**src/rtl/pipe_ctrl_pkg.sv**
```systemverilog
// Package for the pipelined MIPS control unit.
// Holds opcode values, ALUop codes, control-word bit indices, forwarding
// select codes and the eight legal decode words. No ports.
package pipe_ctrl_pkg;

  localparam int CTRL_BITS = 11;

  // Opcode values (compared against the full opcode width in the decoder)
  localparam int OP_AND = 0;
  localparam int OP_OR  = 1;
  localparam int OP_ADD = 2;
  localparam int OP_SUB = 6;
  localparam int OP_SLT = 7;
  localparam int OP_LW  = 8;
  localparam int OP_SW  = 10;
  localparam int OP_BNE = 14;

  // ALUop codes; 11x unused
  localparam logic [2:0] ALU_ADDU = 3'b000;
  localparam logic [2:0] ALU_ARITH = 3'b001;
  localparam logic [2:0] ALU_AND  = 3'b010;
  localparam logic [2:0] ALU_OR   = 3'b011;
  localparam logic [2:0] ALU_LT   = 3'b100;
  localparam logic [2:0] ALU_BNE  = 3'b101;

  // Control-word bit positions
  localparam int CB_SPARE     = 10;
  localparam int CB_REG_WRITE = 9;
  localparam int CB_ALU_SRC   = 8;
  localparam int CB_MEM_WRITE = 7;
  localparam int CB_ALUOP_HI  = 6;
  localparam int CB_ALUOP_LO  = 4;
  localparam int CB_MEM_READ  = 3;
  localparam int CB_MEM_TO_REG = 2;
  localparam int CB_BRANCH    = 1;
  localparam int CB_REG_DST   = 0;

  // Operand forwarding selects
  localparam logic [1:0] FWD_RF  = 2'b00;
  localparam logic [1:0] FWD_MEM = 2'b10;
  localparam logic [1:0] FWD_WB  = 2'b01;

  typedef logic [CTRL_BITS-1:0] ctrl_word_t;

  // Decode words: spare | RegWrite ALUSrc | MemWrite ALUop | MemRead MemToReg Branch RegDst
  localparam ctrl_word_t CTRL_AND = 11'b010_0010_0001;
  localparam ctrl_word_t CTRL_OR  = 11'b010_0011_0001;
  localparam ctrl_word_t CTRL_ADD = 11'b010_0000_0001;
  localparam ctrl_word_t CTRL_SUB = 11'b010_0001_0001;
  localparam ctrl_word_t CTRL_SLT = 11'b010_0100_0001;
  localparam ctrl_word_t CTRL_LW  = 11'b011_0001_1100;
  localparam ctrl_word_t CTRL_SW  = 11'b001_1001_0000;
  localparam ctrl_word_t CTRL_BNE = 11'b000_0101_0010;
  localparam ctrl_word_t NOP_CTRL = '0;

endpackage

```
**src/rtl/pipe_control_unit_hazard_fwd.sv**
```systemverilog
// hazard_fwd_unit: combinational load-use detection, BNE resolution and
// EX operand forwarding selects.
// Ports:
//   ex_mem_read, ex_branch, ex_eq  - ID/EX load/branch bits and ALU equal flag
//   ex_dst, ex_rs, ex_rt           - ID/EX register fields
//   mem_reg_write, mem_dst         - EX/MEM write-back info
//   wb_reg_write, wb_dst           - MEM/WB write-back info
//   id_rs, id_rt, id_uses_rs/rt    - ID source registers and which are read
//   load_use, branch_taken         - hazard outputs
//   fwd_a, fwd_b                   - operand selects for EX
module hazard_fwd_unit
  import pipe_ctrl_pkg::*;
#(
  parameter int REG_W    = 3,
  parameter bit ZERO_REG = 1'b1
) (
  input  logic             ex_mem_read,
  input  logic             ex_branch,
  input  logic             ex_eq,
  input  logic [REG_W-1:0] ex_dst,
  input  logic [REG_W-1:0] ex_rs,
  input  logic [REG_W-1:0] ex_rt,
  input  logic             mem_reg_write,
  input  logic [REG_W-1:0] mem_dst,
  input  logic             wb_reg_write,
  input  logic [REG_W-1:0] wb_dst,
  input  logic [REG_W-1:0] id_rs,
  input  logic [REG_W-1:0] id_rt,
  input  logic             id_uses_rs,
  input  logic             id_uses_rt,
  output logic             load_use,
  output logic             branch_taken,
  output logic [1:0]       fwd_a,
  output logic [1:0]       fwd_b
);

  // A hardwired r0 never carries a real value, so it is never a dependency.
  function automatic logic live_reg(input logic [REG_W-1:0] r);
    return !(ZERO_REG && (r == '0));
  endfunction

  function automatic logic [1:0] fwd_sel(input logic [REG_W-1:0] src);
    if (mem_reg_write && (mem_dst == src) && live_reg(mem_dst))
      return FWD_MEM;
    else if (wb_reg_write && (wb_dst == src) && live_reg(wb_dst))
      return FWD_WB;
    else
      return FWD_RF;
  endfunction

  always_comb begin
    load_use = ex_mem_read && live_reg(ex_dst) &&
               ((id_uses_rs && (ex_dst == id_rs)) ||
                (id_uses_rt && (ex_dst == id_rt)));
    branch_taken = ex_branch && !ex_eq;
    fwd_a = fwd_sel(ex_rs);
    fwd_b = fwd_sel(ex_rt);
  end

endmodule

```
**src/rtl/pipe_control_unit.sv**
```systemverilog
// pipe_control_unit: pipelined control for the 16-bit MIPS datapath.
// Decodes the ID opcode, carries the control word and destination register
// through ID/EX, EX/MEM and MEM/WB, and drives PC/IF-ID stall and flush
// controls plus EX forwarding selects.
// Ports:
//   clk, reset (sync, active-high), hold (global freeze)
//   id_opcode, id_rs, id_rt, id_rd  - instruction fields in ID
//   ex_eq                           - ALU equal flag for the EX instruction
//   ex_ctrl, mem_ctrl, wb_ctrl      - stage control words
//   ex_dst                          - ID/EX destination register
//   fwd_a, fwd_b                    - EX operand selects
//   pc_write, ifid_write, ifid_flush, pc_src, illegal_op
module pipe_control_unit
  import pipe_ctrl_pkg::*;
#(
  parameter int OPCODE_W = 4,
  parameter int REG_W    = 3,
  parameter int CTRL_W   = 11,
  parameter bit ZERO_REG = 1'b1
) (
  input  logic                clk,
  input  logic                reset,
  input  logic                hold,
  input  logic [OPCODE_W-1:0] id_opcode,
  input  logic [REG_W-1:0]    id_rs,
  input  logic [REG_W-1:0]    id_rt,
  input  logic [REG_W-1:0]    id_rd,
  input  logic                ex_eq,
  output logic [CTRL_W-1:0]   ex_ctrl,
  output logic [CTRL_W-1:0]   mem_ctrl,
  output logic [CTRL_W-1:0]   wb_ctrl,
  output logic [REG_W-1:0]    ex_dst,
  output logic [1:0]          fwd_a,
  output logic [1:0]          fwd_b,
  output logic                pc_write,
  output logic                ifid_write,
  output logic                ifid_flush,
  output logic                pc_src,
  output logic                illegal_op
);

  logic [CTRL_W-1:0] id_ctrl;
  logic              id_legal;
  logic              id_uses_rt;
  logic [REG_W-1:0]  id_dst;
  logic [REG_W-1:0]  ex_rs, ex_rt, mem_dst, wb_dst;
  logic              load_use, branch_taken, bubble;
  logic [1:0]        fwd_a_raw, fwd_b_raw;

  // Full-width compare: wider opcodes with upper bits set fall to default.
  always_comb begin
    id_ctrl    = CTRL_W'(NOP_CTRL);
    id_legal   = 1'b1;
    id_uses_rt = 1'b0;
    case (id_opcode)
      OPCODE_W'(OP_AND): begin id_ctrl = CTRL_W'(CTRL_AND); id_uses_rt = 1'b1; end
      OPCODE_W'(OP_OR):  begin id_ctrl = CTRL_W'(CTRL_OR);  id_uses_rt = 1'b1; end
      OPCODE_W'(OP_ADD): begin id_ctrl = CTRL_W'(CTRL_ADD); id_uses_rt = 1'b1; end
      OPCODE_W'(OP_SUB): begin id_ctrl = CTRL_W'(CTRL_SUB); id_uses_rt = 1'b1; end
      OPCODE_W'(OP_SLT): begin id_ctrl = CTRL_W'(CTRL_SLT); id_uses_rt = 1'b1; end
      OPCODE_W'(OP_LW):  begin id_ctrl = CTRL_W'(CTRL_LW); end
      OPCODE_W'(OP_SW):  begin id_ctrl = CTRL_W'(CTRL_SW);  id_uses_rt = 1'b1; end
      OPCODE_W'(OP_BNE): begin id_ctrl = CTRL_W'(CTRL_BNE); id_uses_rt = 1'b1; end
      default:           id_legal = 1'b0;
    endcase
    id_dst = id_ctrl[CB_REG_DST] ? id_rd : id_rt;
  end

  hazard_fwd_unit #(
    .REG_W    (REG_W),
    .ZERO_REG (ZERO_REG)
  ) u_hazard (
    .ex_mem_read   (ex_ctrl[CB_MEM_READ]),
    .ex_branch     (ex_ctrl[CB_BRANCH]),
    .ex_eq         (ex_eq),
    .ex_dst        (ex_dst),
    .ex_rs         (ex_rs),
    .ex_rt         (ex_rt),
    .mem_reg_write (mem_ctrl[CB_REG_WRITE]),
    .mem_dst       (mem_dst),
    .wb_reg_write  (wb_ctrl[CB_REG_WRITE]),
    .wb_dst        (wb_dst),
    .id_rs         (id_rs),
    .id_rt         (id_rt),
    .id_uses_rs    (id_legal),
    .id_uses_rt    (id_uses_rt),
    .load_use      (load_use),
    .branch_taken  (branch_taken),
    .fwd_a         (fwd_a_raw),
    .fwd_b         (fwd_b_raw)
  );

  // Branch resolution outranks load-use: the stalled instruction is flushed anyway.
  always_comb begin
    pc_write   = 1'b1;
    ifid_write = 1'b1;
    ifid_flush = 1'b0;
    pc_src     = 1'b0;
    bubble     = 1'b0;
    fwd_a      = FWD_RF;
    fwd_b      = FWD_RF;
    if (!reset) begin
      pc_src = branch_taken;
      fwd_a  = fwd_a_raw;
      fwd_b  = fwd_b_raw;
      if (hold) begin
        pc_write   = 1'b0;
        ifid_write = 1'b0;
      end else if (branch_taken) begin
        ifid_flush = 1'b1;
        bubble     = 1'b1;
      end else if (load_use) begin
        pc_write   = 1'b0;
        ifid_write = 1'b0;
        bubble     = 1'b1;
      end
    end
  end

  always_ff @(posedge clk) begin
    if (reset) begin
      ex_ctrl    <= '0;
      ex_rs      <= '0;
      ex_rt      <= '0;
      ex_dst     <= '0;
      illegal_op <= 1'b0;
      mem_ctrl   <= '0;
      mem_dst    <= '0;
      wb_ctrl    <= '0;
      wb_dst     <= '0;
    end else if (!hold) begin
      if (bubble) begin
        ex_ctrl    <= '0;
        ex_rs      <= '0;
        ex_rt      <= '0;
        ex_dst     <= '0;
        illegal_op <= 1'b0;
      end else begin
        ex_ctrl    <= id_ctrl;
        ex_rs      <= id_rs;
        ex_rt      <= id_rt;
        ex_dst     <= id_dst;
        illegal_op <= !id_legal;
      end
      mem_ctrl <= ex_ctrl;
      mem_dst  <= ex_dst;
      wb_ctrl  <= mem_ctrl;
      wb_dst   <= mem_dst;
    end
  end

endmodule
```
**config.mk**
```make
export PLATFORM = sky130hd
export DESIGN_NAME = pipe_control_unit
export DESIGN_NICKNAME = d
export VERILOG_FILES = /design/src/rtl/pipe_ctrl_pkg.sv /design/src/rtl/pipe_control_unit_hazard_fwd.sv /design/src/rtl/pipe_control_unit.sv
export SDC_FILE = /design/constraint.sdc
export NUM_CORES = 1
export LEC_CHECK = 0
export CAP_MARGIN = 25
export CELL_PAD_IN_SITES_DETAIL_PLACEMENT = 1
export CELL_PAD_IN_SITES_GLOBAL_PLACEMENT = 2
export CORE_UTILIZATION = 30
export DETAILED_ROUTE_END_ITERATION = 8
export PLACE_DENSITY = 0.85
export SKIP_CTS_REPAIR_TIMING = 1
export SLEW_MARGIN = 0
export SYNTH_ARGS = -nofsm -noshare
export SYNTH_HDL_FRONTEND = slang
export SYNTH_SLANG_ARGS = --single-unit
```
**constraint.sdc**
```tcl
create_clock -name clk -period 6.7 [get_ports clk]
set_input_delay 2.01 -clock clk [delete_from_list [all_inputs] [get_ports clk]]
set_output_delay 2.01 -clock clk [all_outputs]
set_load 0.1 [all_outputs]
```
==> results.sh <==
export IMPL_worstSkewPairLatency_ns=0.29
export IMPL_powerDensity_mw_per_mm2=215
export IMPL_power_share_sequential=0.467
export IMPL_mostFrequentLayoutCells="49 x clkdlybuf4s50_1, 43 x dfxtp_1, 32 x nor2_1"
export IMPL_drt_pass1_iter_count=6
export IMPL_synth_top_area_frac=0.423
export IMPL_overflow=0
export IMPL_core_mm2=0.00646
export IMPL_synth_top_area_cell="dfxtp_1"
export IMPL_placementRows=29
export IMPL_fin_nets=271
export IMPL_clk_path_buf_depth=2
export IMPL_grt_max_degree=32
export IMPL_ys_types=36
export IMPL_area_growth_pct=34.0
export IMPL_numCtsBuffers=5
export IMPL_finalSetupViolations=0
export IMPL_die_w_um=84.4
export IMPL_p_clk_frac=0.329
export IMPL_placed_area_mm2=0.00263
export IMPL_fin_crit_sh=0.871
export IMPL_crit_fanout=8
export IMPL_wl_met1_um=2640
export IMPL_routabilityCongestion=0.804
export IMPL_violations="design-rule violations"
export IMPL_num_io_pins=62
export IMPL_die_area_mm2=0.00712
export IMPL_critPathKind="in2out"
export IMPL_route_met3_wl_um=201
export IMPL_hold_violations=0
export IMPL_syn_area_per_cell_um2=9.79
export IMPL_synth_area_mm2=0.00204
export IMPL_setup_slack_ns=0.866
export IMPL_synth_area_leaders="dfxtp_1 42%, mux2i_1 11%, xnor2_1 6.9%, nor2_1 5.9%, a22o_2 4.9%"
export IMPL_ys_async_sr_fraction=0
export IMPL_p_int_w=0.000413
export IMPL_ys_flop_type="dfxtp_1"
export IMPL_clkTransAtPathRegs_ns=0.08
export IMPL_tns_ns=0
export IMPL_drive_gt1_frac=0.138
export IMPL_maxSlewViolCount=0
export IMPL_status="finished, violations left"
export IMPL_grt_pass1_wl_um=8420
export IMPL_rsz0062_at_grt="false"
export IMPL_synth_seq_cells=43
export IMPL_htreeDepth=2
export IMPL_leakagePower_nw=1.07
export IMPL_dr_first_iter_drc_count=70
export IMPL_switching_share=0.296
export IMPL_worstPathRequired_ns=4.69
export IMPL_startpoint_type="input port"
export IMPL_finClkSkew_ns=0.00477
export IMPL_insertedDiodeCount=0
export IMPL_route_met2_wl_um=2110
export IMPL_cts_tree="built"
export IMPL_fmax_mhz=171
export IMPL_hold_path_class="reg2reg"
export IMPL_dieHeight_um=84.4
export IMPL_place_ws_ns=0.867
export IMPL_route_detailed_drc=6
export IMPL_ctsRootBufferMaster="clkbuf_8"
export IMPL_pwr_share_comb=0.204
export IMPL_maxUsedRoutingLayer="met4"
export IMPL_ys_seq_area_frac=0.423
export IMPL_grt_total_usage=0.148
export IMPL_p_switching_w=0.000174
export IMPL_routedWlPerCell_um=15.2
export IMPL_worst_pin_slew_ns=1.04
export IMPL_r2r_setup_slack_ns=4.48
export IMPL_slew_headroom=0.306
export IMPL_synth_edf_count=0
export IMPL_ant_nets=0
export IMPL_drv_cap=0
export IMPL_via_count=1635
export IMPL_start_util=0.315
export IMPL_cp_arrival_ns=3.82
export IMPL_yosysWarnings=0
export IMPL_dpl_hpwl_um=3710
export IMPL_synthCells=208
export IMPL_max_vdd_ir_drop_mv=0.0892
export IMPL_fin_area_mm2=0.00273
export IMPL_portBuffers=58
export IMPL_drt_total_wl_um=5020
export IMPL_antenna_found_initial=0
export IMPL_cts_num_sinks=43
export IMPL_cp_end_kind="output pin"
export IMPL_vias_per_cell=4.94
export IMPL_fin_crit_ns=5.83
export IMPL_grt_pass1_vias=1605
export IMPL_final_common_cell="clkdlybuf4s50_1"
## stage by stage
stage,cells,utilization,hold slack [ns],power (W)
2_1_floorplan,210,-,0.482,0.000369
3_3_place_gp,324,0.406,0.473,0.000399
3_5_place_dp,324,0.406,0.475,0.000400
4_1_cts,331,0.422,0.492,0.000594
5_1_grt,331,0.422,0.536,0.000613
6_report,331,0.422,0.491,0.000587
## cell type report
class / instances / area [um2]
clock buffers: 6 / 72.6
clock inverters: 1 / 30.0
fillers: 730 / 3730
inverters: 5 / 18.8
multi-input cells: 139 / 1030
flip-flops and latches: 43 / 861
well taps: 77 / 96.3
repair buffers: 60 / 621
## worst paths after layout
kind | startpoint | to | depth (start not counted)
max | id_opcode[1] | ifid_write | 6
min | mem_ctrl[1] | mem_ctrl[1] | 2
max reg2reg | ex_dst[0] | ex_ctrl[3] | 5
min reg2reg | mem_ctrl[1] | mem_ctrl[1] | 2
## cell usage after synthesis (2+ instances only)
cell      instances
nor2_1           32
nor3_1            2
nor3b_1           4
inv_1             5
a41o_2            2
xnor2_1          16
a32o_1            5
and2_1            2
a21oi_1           6
nor2b_1           3
mux2i_1          23
nand3_1           7
mux2_2            3
dfxtp_1          43
clkbuf_1          6
nand2b_1          2
o21ai_0           2
nand2_1           3
o31ai_1           3
buf_2             3
buf_4            12
a22o_2           10
## critical path, cell delays in order
cell             delay [ns]
clkdlybuf4s50_1        0.60
and2b_1                0.25
a211o_1                0.27
o32ai_2                0.20
a41oi_2                0.26
buf_12                 0.23
## sequential cells by signal, summed over array words and instances, names as in the netlist
register    count
ex_ctrl         9
ex_dst          3
ex_rs           3
ex_rt           3
illegal_op      1
mem_ctrl        9
mem_dst         3
wb_ctrl         9
wb_dst          3
## logic make-up (layout without fill, tap and decap cells)
family	count (synthesis)	in the layout	synth area share
and+or+nand+nor	57	57	0.131
DFF	43	43	0.423
AOI/OAI and AO/OA	36	36	0.162
buffers and inverters	28	72	0.0793
muxes	26	26	0.130
xor gates and xnor gates	17	17	0.0731
other	1	3	0.00184
## power groups by stage
stage / clock network [W] / registers, W / logic, W
CTS: 0.000200 / 0.000274 / 0.000120
global route: 0.000211 / 0.000276 / 0.000126
detailed placement: 0 / 0.000280 / 0.000120
floorplan: 0 / 0.000306 / 0.0000625
global placement: 0 / 0.000280 / 0.000119
finish: 0.000193 / 0.000274 / 0.000120
## metal layers
layer | up-vias | global-route usage
li1 | 804 | -
met1 | 781 | 0.213
met2 | 44 | 0.224
met3 | 6 | 0.0305
met4 | 0 | 0.0416
met5 | - | 0
Power figures use the tool's default switching activity.
